File: src/rtl/instr_seq_if.sv
// Byte-wide memory read port between instr_seq (master) and instruction memory (slave).
// A request is held with a stable address until the cycle the slave acks it.
interface instr_seq_if;
    logic        o_mem_req;
    logic [31:0] o_mem_addr;
    logic        i_mem_ack;
    logic [7:0]  i_mem_data;

    modport master (output o_mem_req, o_mem_addr, input  i_mem_ack, i_mem_data);
    modport slave  (input  o_mem_req, o_mem_addr, output i_mem_ack, i_mem_data);
endinterface

File: src/rtl/instr_seq.sv
// Instruction fetch/decode sequencer: fetches a 16-bit word plus an optional 1/2/4-byte
// little-endian immediate over a byte port, decodes it and strobes write-back once.
module instr_seq #(
    parameter logic [31:0] RESET_PC = 32'h0000_0000
) (
    input  logic        i_clk,
    input  logic        i_rst,
    input  logic        i_run,
    instr_seq_if.master mem,
    output logic [3:0]  o_alu_action,
    output logic [1:0]  o_fmt,
    output logic [3:0]  o_rd_sel,
    output logic [3:0]  o_rs_sel,
    output logic        o_use_imm,
    output logic [31:0] o_imm,
    output logic        o_wb_en,
    output logic [31:0] o_pc,
    output logic        o_fault
);
    localparam logic [1:0] FMT_1B = 2'd1;
    localparam logic [1:0] FMT_2B = 2'd2;

    typedef enum logic [2:0] {
        S_IDLE  = 3'd0,
        S_F0    = 3'd1,
        S_F1    = 3'd2,
        S_IMM   = 3'd3,
        S_EXEC  = 3'd4,
        S_FAULT = 3'd5
    } state_t;

    state_t     state_q, state_d;
    logic [7:0] instr_lo;
    logic [1:0] imm_cnt;
    logic [1:0] imm_last;
    logic       fetching;
    logic       take;

    assign fetching = (state_q == S_F0) || (state_q == S_F1) || (state_q == S_IMM);
    // An ack only counts while a request is actually outstanding.
    assign take     = fetching && mem.i_mem_ack;
    assign imm_last = (o_fmt == FMT_1B) ? 2'd0 : (o_fmt == FMT_2B) ? 2'd1 : 2'd3;

    always_ff @(posedge i_clk) begin
        if (i_rst) state_q <= S_IDLE;
        else       state_q <= state_d;
    end

    always_comb begin
        state_d = state_q;
        case (state_q)
            S_IDLE:  if (i_run) state_d = S_F0;
            S_F0:    if (take) state_d = S_F1;
            S_F1:    if (take) begin
                         if (mem.i_mem_data[7])      state_d = S_FAULT;
                         else if (mem.i_mem_data[6]) state_d = S_IMM;
                         else                        state_d = S_EXEC;
                     end
            S_IMM:   if (take && imm_cnt == imm_last) state_d = S_EXEC;
            S_EXEC:  state_d = i_run ? S_F0 : S_IDLE;
            S_FAULT: state_d = S_FAULT;
            default: state_d = S_IDLE;
        endcase
    end

    always_comb begin
        mem.o_mem_req  = fetching;
        mem.o_mem_addr = o_pc;
        o_wb_en        = (state_q == S_EXEC);
        o_fault        = (state_q == S_FAULT);
    end

    // Fetch datapath: PC advances on the same edge that accepts a byte.
    always_ff @(posedge i_clk) begin
        if (i_rst) begin
            o_pc         <= RESET_PC;
            instr_lo     <= 8'h00;
            imm_cnt      <= 2'd0;
            o_alu_action <= 4'h0;
            o_fmt        <= 2'd0;
            o_rd_sel     <= 4'h0;
            o_rs_sel     <= 4'h0;
            o_use_imm    <= 1'b0;
            o_imm        <= 32'h0;
        end else if (take) begin
            o_pc <= o_pc + 32'd1;
            case (state_q)
                S_F0: instr_lo <= mem.i_mem_data;
                S_F1: begin
                    o_alu_action <= instr_lo[3:0];
                    o_fmt        <= instr_lo[5:4];
                    o_rd_sel     <= {mem.i_mem_data[1:0], instr_lo[7:6]};
                    o_rs_sel     <= mem.i_mem_data[5:2];
                    o_use_imm    <= mem.i_mem_data[6];
                    o_imm        <= 32'h0;
                    imm_cnt      <= 2'd0;
                end
                S_IMM: begin
                    o_imm[{imm_cnt, 3'b000} +: 8] <= mem.i_mem_data;
                    imm_cnt                       <= imm_cnt + 2'd1;
                end
                default: ;
            endcase
        end
    end
endmodule

File: src/flat_wrapper.sv
// flat-port wrapper written by rule: the top's interface ports become plain ports
module instr_seq_flat 
#(
    parameter logic [31:0] RESET_PC = 32'h0000_0000
)
  (i_clk, i_rst, i_run, o_alu_action, o_fmt, o_rd_sel, o_rs_sel, o_use_imm, o_imm, o_wb_en, o_pc, o_fault, mem_o_mem_req, mem_o_mem_addr, mem_i_mem_ack, mem_i_mem_data);
  instr_seq_if mem_i ();
  input  logic i_clk;
  input  logic i_rst;
  input  logic i_run;
  output logic [3:0] o_alu_action;
  output logic [1:0] o_fmt;
  output logic [3:0] o_rd_sel;
  output logic [3:0] o_rs_sel;
  output logic o_use_imm;
  output logic [31:0] o_imm;
  output logic o_wb_en;
  output logic [31:0] o_pc;
  output logic o_fault;
  output wire logic [$bits(mem_i.o_mem_req)-1:0] mem_o_mem_req;
  output wire logic [$bits(mem_i.o_mem_addr)-1:0] mem_o_mem_addr;
  input wire logic [$bits(mem_i.i_mem_ack)-1:0] mem_i_mem_ack;
  input wire logic [$bits(mem_i.i_mem_data)-1:0] mem_i_mem_data;
  assign mem_o_mem_req = mem_i.o_mem_req;
  assign mem_o_mem_addr = mem_i.o_mem_addr;
  assign mem_i.i_mem_ack = mem_i_mem_ack;
  assign mem_i.i_mem_data = mem_i_mem_data;
  instr_seq #(.RESET_PC(RESET_PC)) u_core (.i_clk(i_clk), .i_rst(i_rst), .i_run(i_run), .mem(mem_i), .o_alu_action(o_alu_action), .o_fmt(o_fmt), .o_rd_sel(o_rd_sel), .o_rs_sel(o_rs_sel), .o_use_imm(o_use_imm), .o_imm(o_imm), .o_wb_en(o_wb_en), .o_pc(o_pc), .o_fault(o_fault));
endmodule
File: config.mk
export PLATFORM = sky130hd
export DESIGN_NAME = instr_seq_flat
export DESIGN_NICKNAME = d
export VERILOG_FILES = /design/src/rtl/instr_seq_if.sv /design/src/rtl/instr_seq.sv /design/src/flat_wrapper.sv
export SDC_FILE = /design/constraint.sdc
export NUM_CORES = 1
export LEC_CHECK = 0
export CAP_MARGIN = 20
export CELL_PAD_IN_SITES_DETAIL_PLACEMENT = 0
export CELL_PAD_IN_SITES_GLOBAL_PLACEMENT = 1
export CORE_MARGIN = 3
export CORE_UTILIZATION = 37
export DETAILED_ROUTE_END_ITERATION = 12
export GPL_TIMING_DRIVEN = 0
export PLACE_DENSITY = 0.92
export SKIP_CTS_REPAIR_TIMING = 1
export SLEW_MARGIN = 25
export SYNTH_ARGS = -nofsm -noshare
export SYNTH_HDL_FRONTEND = slang
export SYNTH_SLANG_ARGS = --single-unit
File: constraint.sdc
create_clock -name i_clk -period 3.07 [get_ports i_clk]
set_clock_uncertainty 0.15 [all_clocks]
set_input_delay 0.614 -clock i_clk [delete_from_list [all_inputs] [get_ports i_clk]]
set_output_delay 0.614 -clock i_clk [all_outputs]
set_load 0.01 [all_outputs]
Word-level counts from Yosys, hierarchy flattened

Cells that the tools add are included.

Bits in read-only memories: 0
Memories kept: 0
Latch bits: 0
Input bits: 12
Bits in registers: 92
Memory bits (writable): 0
Output and inout bits: 114
Logic and storage cells: 50

Add/sub/neg operators: 3
Reductions and logical operators: 10
Bitwise operators: 0
Shift operators: 2
Div/mod/pow operators: 0
Multipliers: 0
Equal/unequal tests: 12
Muxes and demuxes: 13
Order comparisons: 0

Operator list:

| kind                                                  | number |
|---|---|
| case mux 32 bit (2 select lines)                      | 1 |
| adder 32 x 1 -> 32 bit, second input constant         | 1 |
| bitwise mux 32 bit                                    | 1 |
| variable shift 8 x 7 -> 32 bit, first input constant  | 1 |
| variable part select 8 x 7 -> 32 bit                  | 1 |
| 2-to-1 mux 3 bit                                      | 6 |
| case mux 3 bit (6 select lines)                       | 1 |
| negation 5 -> 7 bit                                   | 1 |
| equality test 3 x 2 -> 1 bit, second input constant   | 2 |
| equality test 3 bit, second input constant            | 2 |
| AND reduction 2 bit                                   | 3 |
| 2-to-1 mux 2 bit                                      | 2 |
| inequality test 2 x 1 -> 1 bit, second input constant | 2 |
| inequality test 2 bit, second input constant          | 2 |
| case mux 2 bit (2 select lines)                       | 1 |
| AND reduction 4 bit                                   | 1 |
| equality test 3 x 1 -> 1 bit, second input constant   | 1 |
| logical NOT 3 bit                                     | 1 |
| adder 2 x 1 -> 2 bit, second input constant           | 1 |
| equality test 2 x 1 -> 1 bit, second input constant   | 1 |
| equality test 2 bit                                   | 1 |
| equality test 2 bit, second input constant            | 1 |
| logical AND 1 bit                                     | 2 |
| logical OR 1 bit                                      | 2 |
| other kinds (2)                                       | 2 |

Longest topological paths before layout

Gate-level depths: netlist of run 1.

Depth after elaboration: 7
Mapped depth: 6
Mapped depth without buffers: 6

Worst setup path after synthesis of run 1

OpenSTA, ideal clock, no wires.

Path kind: input to register
From: in mem_i_mem_ack
To: reg u_core.o_pc[25], in the netlist u_core.mem.o_mem_addr[25]
Buffers on the path: 1
Setup slack: 1.038 ns
Required time: 2.799 ns
Cell stages on the path: 5
Setup time: 0.121 ns
Arrival: 1.761 ns
Path through: and2b_1 -> buf_4 -> nand4_1 -> nor4_1 -> mux2_2

Word-level cells in the longest chain between the ends: 1

Ends and longest elaborated chain:

| element              | line               | text |
|---|---|---|
| from (decl)          | flat_wrapper.sv:22 | `input wire logic [$bits(mem_i.i_mem_ack)-1:0] mem_i_mem_ack;` |
| logical AND 1 bit    | instr_seq.sv:41    | `assign take = fetching && mem.i_mem_ack;` |
| to (signal assigned) | instr_seq.sv:86    | `o_pc <= o_pc + 32'd1;` |
| to (decl)            | instr_seq.sv:17    | `output logic [31:0] o_pc,` |

Every way passes these cells.
A chain may end at the register's enable or synchronous reset.

Final worst setup path of run 1

From: in mem_i_mem_ack
To: reg u_core.o_pc[15], in the netlist u_core.mem.o_mem_addr[15]

The elaborated chain is that of the path after synthesis.

==> results by group, run 1 <==
Floorplan
  • Die Span Y: 113 um
  • I/O pins: 126
  • Core area: 0.0110 mm^2
  • # rows: 38
  • Starting Density: around two fifths
  • DIE AREA: 0.0128 mm^2
  • Chip Width: 113 um

Route
  • Routed Antenna Nets: 0
  • DRC: 0
  • Post-DR vias/cell: between 5 and 6
  • Via count: approximately 4000
  • Final WL: roughly 12000 um
  • Average wire per standard cell: about 16 um
  • First DRT Iteration DRCs: 163
  • Initial DRT Pass Iterations: 4

Hold path
  • Min-Delay Path Class: flip-flop to flip-flop
  • Hold Path End: u_core.o_rd_sel[1]$_SDFFE_PP0P_
  • Hold_sp: u_core.instr_lo[7]$_SDFFE_PP0P_
  • Worst Hold Depth: 2

Logic synthesis
  • Syn avg cell area: 8.78 um^2
  • Most frequent cells after synthesis: dfxtp_1 (92), nor2_1 (63), nand2_1 (45)
  • Synth Warn #: 0
  • Synth area leader: dfxtp_1
  • Cell with the most instances after synthesis: dfxtp_1
  • Area contributors post-synth: dfxtp_1 (43%), buf_4 (5.8%), a22oi_1 (5.6%)
  • Yosys reg bits: 92
  • Synth Cell Area: approximately 0.0043 mm^2
  • Synth top area share: 43.2%
  • EDFF count, synth: 0
  • Post-synthesis async set-or-reset flop share: 0%
  • Gate count of the mapped netlist: 485
  • Post-Syn Nets: 504
  • Yosys cell types: between 40 and 50
  • Synth Flop Type: dfxtp_1
  • Sequential share of the synthesized area: 43.2%

GRT
  • Largest net degree at the start of global routing: 20
  • Vias in the first global route: ~4000
  • Global route total overflow: 0
  • First-pass GRT wire length: 19500 um
  • GRT Total Usage: between 10% and 20%
  • Initial antenna violation count: 0

Timing
  • Minimum clock period: roughly 2800 ps
  • Final hold violations: 0
  • Final period util: 90.1%
  • Final Setup Violations: 0
  • RSZ-0062 raised after global routing: no
  • Relative slew slack: 56.5%
  • F_max: about 0.36 GHz
  • Setup TNS: 0 ps
  • Slew @ Worst Pin: between 600 and 700 ps
  • Final Max Slew Viols: 0

CTS
  • TritonCTS clock tree: yes
  • Worst skew pair latency: 340 ps
  • CTS Sinks: between 90 and 100
  • Number of CTS-inserted buffers: 9
  • CTS H-tree depth: 3
  • Longest Clk Path Bufs: 2
  • Clock root buffer: clkbuf_16
  • Clk pin slew, worst setup/hold paths: 70 ps

Run
  • Number of max-cap violations: 0

Worst setup path
  • Type of origin of the critical path: input pin
  • Worst reg2reg path endpoint: u_core.mem.o_mem_addr[15]$_SDFFE_PP0P_
  • Worst Path Class, Setup: input pin to flip-flop
  • Crit Path Max Fanout: 10
  • Critical path arrival: 2830 ps
  • Worst R2R Setup Slack: 610 ps
  • CP Capture Type: flip-flop
  • Reg2Reg Launch Point: u_core.mem.o_mem_addr[0]$_SDFFE_PP0P_
  • WP data required: 3140 ps
  • Worst Reg2Reg Path Length in Cells: 6

Placed design
  • Area after DPL: 0.00568 mm^2
  • Final Wtd Congestion: roughly 0.83
  • IO buf count: 124
  • DP Wirelength: 8720 um

Finish
  • Nets@finish: 639
  • Share of cells above drive strength 1: 12.2%
  • Fin area: 0.00598 mm^2
  • Area growth syn-to-layout: 40.4%
  • Ant diodes: 0
  • FILL cells: 1009

Power
  • Worst VDD drop: 0.000256 V
  • Leak: roughly 2.1 nW
  • Power per Cell Area: 436 mW/mm^2

Status
  • Status: complete, no violations
## per-stage QoR
step / util (%) / total power, mW / worst slack, ps / instances / hold WS [ps]
floorplan: - / 1.43 / 1040 / 485 / 281
global placement: 51.5 / 1.53 / 113 / 749 / 292
detailed placement: 51.5 / 1.54 / 50.2 / 749 / 296
CTS: 54.2 / 2.63 / 335 / 765 / 308
global route: 54.2 / 2.71 / 219 / 765 / 327
finish: 54.2 / 2.61 / 305 / 765 / 305
## placed cells by master, fill, tap and decap left out, types with 13 or more instances in the layout
cell type / count
buf_4: 33
o31ai_1: 13
nor2_1: 63
nand2_1: 45
dfxtp_1: 92
clkbuf_1: 19
a22oi_1: 32
nand4_1: 13
or4_1: 14
clkdlybuf4s50_1: 124
a21oi_1: 35
## cells by family (layout without fill, tap and decap cells)
group	count (synthesis)	after routing	synth area share [%]
DFF	92	92	43.2
buffers and inverters	67	207	9.28
adders and majority gates	7	7	2.06
muxes	18	18	4.49
xor gates and xnor gates	8	8	1.64
and+or+nand+nor	200	200	25.6
AOI/OAI and AO/OA	93	93	13.7
## how the worst max path moves through the flow
| stage | from | endpoint | slack (ps) | cells past startpoint |
|---|---|---|---|---|
| 2_1_floorplan | mem_i_mem_ack | u_core.mem.o_mem_addr[25]$_SDFFE_PP0P_ | 1040 | 5 |
| 3_3_place_gp | mem_i_mem_ack | u_core.mem.o_mem_addr[15]$_SDFFE_PP0P_ | 110 | 7 |
| 3_5_place_dp | mem_i_mem_ack | u_core.mem.o_mem_addr[15]$_SDFFE_PP0P_ | 50 | 7 |
| 4_1_cts | mem_i_mem_ack | u_core.mem.o_mem_addr[15]$_SDFFE_PP0P_ | 330 | 7 |
| 5_1_grt | mem_i_mem_ack | u_core.mem.o_mem_addr[15]$_SDFFE_PP0P_ | 220 | 7 |
| 6_report | mem_i_mem_ack | u_core.mem.o_mem_addr[15]$_SDFFE_PP0P_ | 310 | 7 |
## cell type report
| type | count | area [um^2] | area share (%) |
|---|---|---|---|
| well taps | 140 | 175 | 2.93 |
| flip-flops and latches | 92 | 1840 | 30.8 |
| plain buffers | 59 | 365 | 6.11 |
| repair buffers | 124 | 1240 | 20.8 |
| clock inverters | 7 | 78.8 | 1.32 |
| inverters | 8 | 30.0 | 0.502 |
| multi-input cells | 326 | 2020 | 33.8 |
| clock buffers | 9 | 225 | 3.77 |
## worst max-delay path, cell delays in order
cell	delay, ps
clkdlybuf4s50_1	630
and2b_1	160
buf_4	150
nand3_1	100
clkbuf_1	220
nor4_1	540
mux2_2	410
## registers in the layout (all words and copies together), names as in the netlist
signal                 cells
u_core.o_imm              32
u_core.o_rs_sel            4
u_core.o_fmt               2
u_core.mem.o_mem_addr     32
u_core.o_use_imm           1
u_core.imm_cnt             2
u_core.instr_lo            8
u_core.o_alu_action        4
u_core.o_rd_sel            4
u_core.state_q             3
## metal layers
metal	share of wire [%]	track usage, %	vias to the layer above
met5	0	0	-
li1	-	-	1973
met1	43	22.2	1919
met3	8.2	5.88	10
met2	48	32.0	137
met4	0.88	4.25	0
## where the power goes
part           internal, mW  switching [mW]
Clock                 0.579           0.520
Combinational         0.112           0.162
Sequential             1.22          0.0205
Total                  1.91           0.703
Note: power is estimated with default switching activity, not from simulation.
==> run 2: changes to the inputs <==
--- a/config.mk
+++ b/config.mk
@@ -5,14 +5,15 @@
 export SDC_FILE = /design/constraint.sdc
 export NUM_CORES = 1
 export LEC_CHECK = 0
-export CAP_MARGIN = 20
+export ABC_AREA = 1
 export CELL_PAD_IN_SITES_DETAIL_PLACEMENT = 0
 export CELL_PAD_IN_SITES_GLOBAL_PLACEMENT = 1
 export CORE_MARGIN = 3
-export CORE_UTILIZATION = 37
+export CORE_UTILIZATION = 36
 export DETAILED_ROUTE_END_ITERATION = 12
+export GPL_ROUTABILITY_DRIVEN = 0
 export GPL_TIMING_DRIVEN = 0
-export PLACE_DENSITY = 0.92
+export PLACE_DENSITY = 0.93
 export SKIP_CTS_REPAIR_TIMING = 1
 export SLEW_MARGIN = 25
 export SYNTH_ARGS = -nofsm -noshare
==> results by group, run 2 <==
Power
  • Internal Pwr Total: 2.37 mW
  • Pwr Total: about 3.5 mW
  • Comb pwr share: between 20 and 30%
  • Flop pwr share: 40.2%
  • Worst VDD drop: 0.000294 V
  • Power per Cell Area: 560 mW/mm^2
  • Leak: roughly 2.5 nW
  • Clock power share: between 30% and 40%
  • P_sw: 1.14 mW
  • Switch share: 32.4%

Route
  • Via count: 4581
  • Initial DRT Pass Iterations: 7
  • Average wire per standard cell: 14.3 um
  • DRC: 0
  • First DRT Iteration DRCs: 262
  • Post-DR vias/cell: 4.88
  • Final WL: between 10000 and 15000 um
  • Routed Antenna Nets: 0

Floorplan
  • DIE AREA: 0.0139 mm^2
  • Die Span Y: 118 um
  • Core area: around 0.012 mm^2
  • I/O pins: 126
  • Chip Width: 118 um
  • Starting Density: a little under two fifths
  • # rows: 40

Worst setup path
  • Worst Reg2Reg Path Length in Cells: 6
  • Critical Path Max Stage Delay: around 600 ps
  • Critical path arrival: 2630 ps
  • Worst R2R Setup Slack: 540 ps
  • CP Capture Type: flip-flop
  • Crit Path Max Fanout: 6
  • CP max-delay cell: nor3_1
  • Reg2Reg Launch Point: u_core.imm_cnt[0]$_SDFFE_PP0P_
  • Crit path from: u_core.imm_cnt[0]$_SDFFE_PP0P_
  • Worst reg2reg path endpoint: u_core.o_imm[29]$_SDFFE_PP0P_
  • WP data required: 3170 ps
  • CP cell instances: clkbuf_1 -> inv_1 -> ha_1 -> nor3_1 -> nand4_1 -> a21oi_1
  • Type of origin of the critical path: flip-flop
  • Worst Path Class, Setup: flip-flop to flip-flop

Finish
  • Share of cells above drive strength 1: 9.74%
  • Area growth syn-to-layout: 39.1%
  • Finished Core Util: 51.6%
  • Nets@finish: 784
  • Most common cell after layout, fill and taps aside: clkdlybuf4s50_1
  • Ant diodes: 0
  • Most frequent cells in the layout: clkdlybuf4s50_1 (124), nor2_1 (102), nand2_1 (97)

Logic synthesis
  • Area contributors post-synth: dfxtp_1 (41%), nor2_1 (8.5%), nand2_1 (8.1%)
  • EDFF count, synth: 0
  • Synth top area share: 41.0%
  • Most frequent cells after synthesis: nor2_1 (102), nand2_1 (97), dfxtp_1 (92)
  • Yosys cell types: 32
  • Synth Cell Area: ~0.0045 mm^2
  • Post-synthesis async set-or-reset flop share: 0%
  • Cell with the most instances after synthesis: nor2_1
  • Yosys reg bits: 92
  • Synth area leader: dfxtp_1
  • Gate count of the mapped netlist: 630
  • Post-Syn Nets: 649
  • Sequential share of the synthesized area: 41.0%
  • Synth Warn #: 0
  • Syn avg cell area: 7.14 um^2
  • Synth Flop Type: dfxtp_1

Hold path
  • Min-Delay Path Class: flip-flop to flip-flop
  • Hold_sp: u_core.o_imm[1]$_SDFFE_PP0P_
  • Worst Hold Depth: 2
  • Hold Path End: u_core.o_imm[1]$_SDFFE_PP0P_

Timing
  • F_max: between 0.3 and 0.4 GHz
  • Final Setup Violations: 0
  • Minimum clock period: 2530 ps
  • Setup TNS: 0 ps
  • RSZ-0062 raised after global routing: no
  • Relative slew slack: 53.2%
  • Final hold violations: 0
  • Final period util: 82.3%
  • Final Max Slew Viols: 0
  • Slew @ Worst Pin: 697 ps

CTS
  • Clk pin slew, worst setup/hold paths: 70 ps
  • Number of CTS-inserted buffers: 9
  • CTS Sinks: 92
  • CTS H-tree depth: 3
  • TritonCTS clock tree: yes
  • Clock root buffer: clkbuf_16
  • Worst skew pair latency: between 300 and 400 ps
  • Longest Clk Path Bufs: 2

GRT
  • Vias in the first global route: 4412
  • Largest net degree at the start of global routing: 17
  • Global route total overflow: 0
  • GRT Total Usage: 19.0%
  • Initial antenna violation count: 0
  • First-pass GRT wire length: 21800 um

Run
  • Number of max-cap violations: 0

Placed design
  • IO buf count: roughly 120
  • DP Wirelength: ~10000 um

Status
  • Status: complete, no violations
## run 2: worst max-delay path by stage
stage / to / slack (ps) / cells past startpoint
5_1_grt: o_fault / 420 / 6
3_3_place_gp: u_core.o_imm[22]$_SDFFE_PP0P_ / 450 / 4
2_1_floorplan: u_core.o_imm[27]$_SDFFE_PP0P_ / 1160 / 6
4_1_cts: o_fault / 530 / 6
3_5_place_dp: u_core.mem.o_mem_addr[21]$_SDFFE_PP0P_ / 440 / 4
6_report: u_core.o_imm[29]$_SDFFE_PP0P_ / 540 / 6
## run 2: final cells by class
cell class              instances  area (um^2)
fillers                      1186         5860
multi-input cells             409         2030
flip-flops and latches         92         1840
repair buffers                124         1240
plain buffers                  51          328
inverters                      78          298
clock buffers                  10          239
well taps                     168          210
clock inverters                 6         68.8
## run 2: power by group through the flow
stage	registers (mW)	logic, mW	clock network, mW
6_report	1.41	0.955	1.14
5_1_grt	1.42	1.05	1.21
4_1_cts	1.41	0.955	1.15
3_5_place_dp	1.43	0.948	0
3_3_place_gp	1.43	0.924	0
2_1_floorplan	1.46	0.519	0
## run 2: critical path: cells and delay by family, from the launching register on
kind | cells | cell delay (ps)
buffers and inverters | 2 | 450
flip-flops | 1 | 380
adder cells (fa/ha/maj) | 1 | 400
AO/OA/AOI/OAI | 1 | 250
AND/OR/NAND/NOR | 2 | 820
## run 2: per-stage QoR
| step | instances | setup slack [ps] | hold WS [ps] | area, um^2 |
|---|---|---|---|---|
| global route | 938 | 424 | 347 | 6250 |
| detailed placement | 922 | 444 | 306 | 5950 |
| finish | 938 | 542 | 322 | 6250 |
| global placement | 922 | 449 | 308 | 5950 |
| floorplan | 630 | 1160 | 300 | 4500 |
| CTS | 938 | 533 | 324 | 6250 |
## run 2: kinds of logic after synthesis
logic type	share of synthesized area (%)
fa+ha+maj	1.95
compound gates	14.0
simple gates	27.8
xor+xnor	1.36
buf+inv	13.9
flops	41.0
## run 2: routing by layer
metal	GRT usage, %	share of wire (%)
met2	31.5	46
met4	6.23	2.1
met5	0	0
met1	22.9	43
met3	6.92	8.8
==> run 3: changes to the inputs <==
--- a/config.mk
+++ b/config.mk
@@ -9,11 +9,11 @@
 export CELL_PAD_IN_SITES_DETAIL_PLACEMENT = 0
 export CELL_PAD_IN_SITES_GLOBAL_PLACEMENT = 1
 export CORE_MARGIN = 3
-export CORE_UTILIZATION = 36
+export CORE_UTILIZATION = 34
 export DETAILED_ROUTE_END_ITERATION = 12
 export GPL_ROUTABILITY_DRIVEN = 0
 export GPL_TIMING_DRIVEN = 0
-export PLACE_DENSITY = 0.93
+export PLACE_DENSITY = 0.89
 export SKIP_CTS_REPAIR_TIMING = 1
 export SLEW_MARGIN = 25
 export SYNTH_ARGS = -nofsm -noshare
==> constraint.sdc (replaced) <==
create_clock -name i_clk -period 2.5 [get_ports i_clk]
set_clock_uncertainty 0.15 [all_clocks]
set_input_delay 0.5 -clock i_clk [delete_from_list [all_inputs] [get_ports i_clk]]
set_output_delay 0.5 -clock i_clk [all_outputs]
set_load 0.01 [all_outputs]
==> results by group, run 3 (synthesis results as in run 2) <==
Finish
  • Finished Core Util: around half
  • Ant diodes: 0
  • Most common cell after layout, fill and taps aside: clkdlybuf4s50_1
  • Nets@finish: 784
  • Fin area: 0.00625 mm^2
  • Most frequent cells in the layout: clkdlybuf4s50_1 (123), nor2_1 (101), nand2_1 (97)
  • Non-Filler Instances: between 900 and 1000
  • Share of cells above drive strength 1: 10.0%
  • Area growth syn-to-layout: 38.9%
  • FILL cells: 1248

Floorplan
  • # rows: 41
  • Die Span Y: 121 um
  • I/O pins: 126
  • Core area: 0.0128 mm^2
  • Chip Width: roughly 120 um
  • Starting Density: 35.2%
  • DIE AREA: 0.0146 mm^2

Worst setup path
  • Critical Path Max Stage Delay: 390 ps
  • Critical path arrival: ~2400 ps
  • Worst Path Class, Setup: flip-flop to flip-flop
  • WP data required: roughly 2600 ps
  • Crit Path Max Fanout: 6
  • Crit path buf inv count: 3
  • CP Capture Type: flip-flop
  • CP cell instances: clkbuf_1 -> inv_1 -> ha_1 -> inv_1 -> nand4_1 -> nor2_2 -> nand3_1 -> a21oi_1
  • Cell family with most CP delay: buffers and inverters
  • Worst Reg2Reg Path Length in Cells: 8
  • CP max-delay cell: ha_1
  • Most common cell on crit path: inv_1
  • Worst path depth: 8
  • Type of origin of the critical path: flip-flop

Timing
  • Relative slew slack: 57.3%
  • Final Setup Violations: 0
  • Slew @ Worst Pin: 641 ps
  • Minimum clock period: 2290 ps
  • Setup TNS: 0 ps
  • F_max: 0.437 GHz
  • Final worst slack: 212 ps
  • Hold Slack: 330 ps
  • RSZ-0062 raised after global routing: no
  • Final hold violations: 0
  • Final period util: 91.5%
  • Final Max Slew Viols: 0

Power
  • Worst VDD drop: 0.000384 V
  • Leak: 2.54 nW
  • Pwr Total: ~4.2 mW
  • Power per Cell Area: around 680 mW/mm^2

GRT
  • Most used routing layer: met2
  • Met2 Track Usage GR: between 30% and 40%
  • Largest net degree at the start of global routing: 17
  • M3 GR Usage: roughly 6.5%
  • GRT met1 Usage: 24.1%
  • Global route total overflow: 0
  • Initial antenna violation count: 0
  • First-pass GRT wire length: 22100 um
  • Vias in the first global route: 4445
  • GRT Total Usage: 19.0%

CTS
  • Worst skew pair latency: 350 ps
  • Number of CTS-inserted buffers: 9
  • Clk pin slew, worst setup/hold paths: 70 ps
  • Clock root buffer: clkbuf_16
  • TritonCTS clock tree: yes
  • Longest Clk Path Bufs: 2
  • CTS Sinks: 92
  • CTS H-tree depth: 3

Run
  • Number of max-cap violations: 0

Route
  • Routed Antenna Nets: 0
  • Post-DR vias/cell: 4.87
  • Via count: 4591
  • First DRT Iteration DRCs: 361
  • Average wire per standard cell: 14.6 um
  • Final WL: between 10000 and 15000 um
  • Initial DRT Pass Iterations: 5
  • DRC: 0

Placed design
  • DP Wirelength: 10300 um
  • IO buf count: roughly 120
  • Area after DPL: slightly below 0.006 mm^2
  • Post-Place Setup Slack: -65.7 ps
  • # placed instances: 926

Hold path
  • Worst Hold Depth: 2
  • Min-Delay Path Class: flip-flop to flip-flop

Status
  • Status: complete, no violations
## run 3: cell count changes in the layout (fill, tap and decap cells not counted), sizes merged
cell / change
clkdlybuf4s50: -1
dlymetal6s2s: +1
clkinv: +1
bufinv: -1
inv: +1
clkinvlp: -1
## run 3: final timing paths
check	start	end	slack, ps
worst max-delay path	u_core.imm_cnt[0]$_SDFFE_PP0P_	u_core.o_imm[2]$_SDFFE_PP0P_	210
worst max register to register	u_core.imm_cnt[0]$_SDFFE_PP0P_	u_core.o_imm[2]$_SDFFE_PP0P_	210
worst min-delay path	u_core.o_imm[7]$_SDFFE_PP0P_	u_core.o_imm[7]$_SDFFE_PP0P_	330
worst min register to register	u_core.o_imm[7]$_SDFFE_PP0P_	u_core.o_imm[7]$_SDFFE_PP0P_	330
## run 3: final cells by class
| cell class | count | area (um^2) | area share, % |
|---|---|---|---|
| multi-input combinational | 409 | 2040 | 32.6 |
| clock inverter | 6 | 45.0 | 0.721 |
| tap | 172 | 215 | 3.45 |
| sequential | 92 | 1840 | 29.5 |
| inverter | 78 | 298 | 4.77 |
| timing repair buffer | 124 | 1240 | 19.9 |
| clock buffer | 10 | 239 | 3.83 |
| buffer | 51 | 328 | 5.25 |
## run 3: power breakdown
part	internal (mW)	leakage (nW)	total, mW	switching (mW)
sequential	1.63	0.744	1.73	0.104
clock	0.711	0.144	1.33	0.616
combinational	0.471	1.65	1.17	0.701
## run 3: tightest hold or removal path, stage by stage, from the launching register on
cell	delay (ps)
dfxtp_1	310
nand2_1	60
a21oi_1	60
## run 3: per-layer routing
metal  share of wire (%)  vias to the layer above
met3                 8.8                       16
li1                    -                     2284
met5                   0                        -
met4                 1.4                        0
met1                  44                     2125
met2                  46                      166
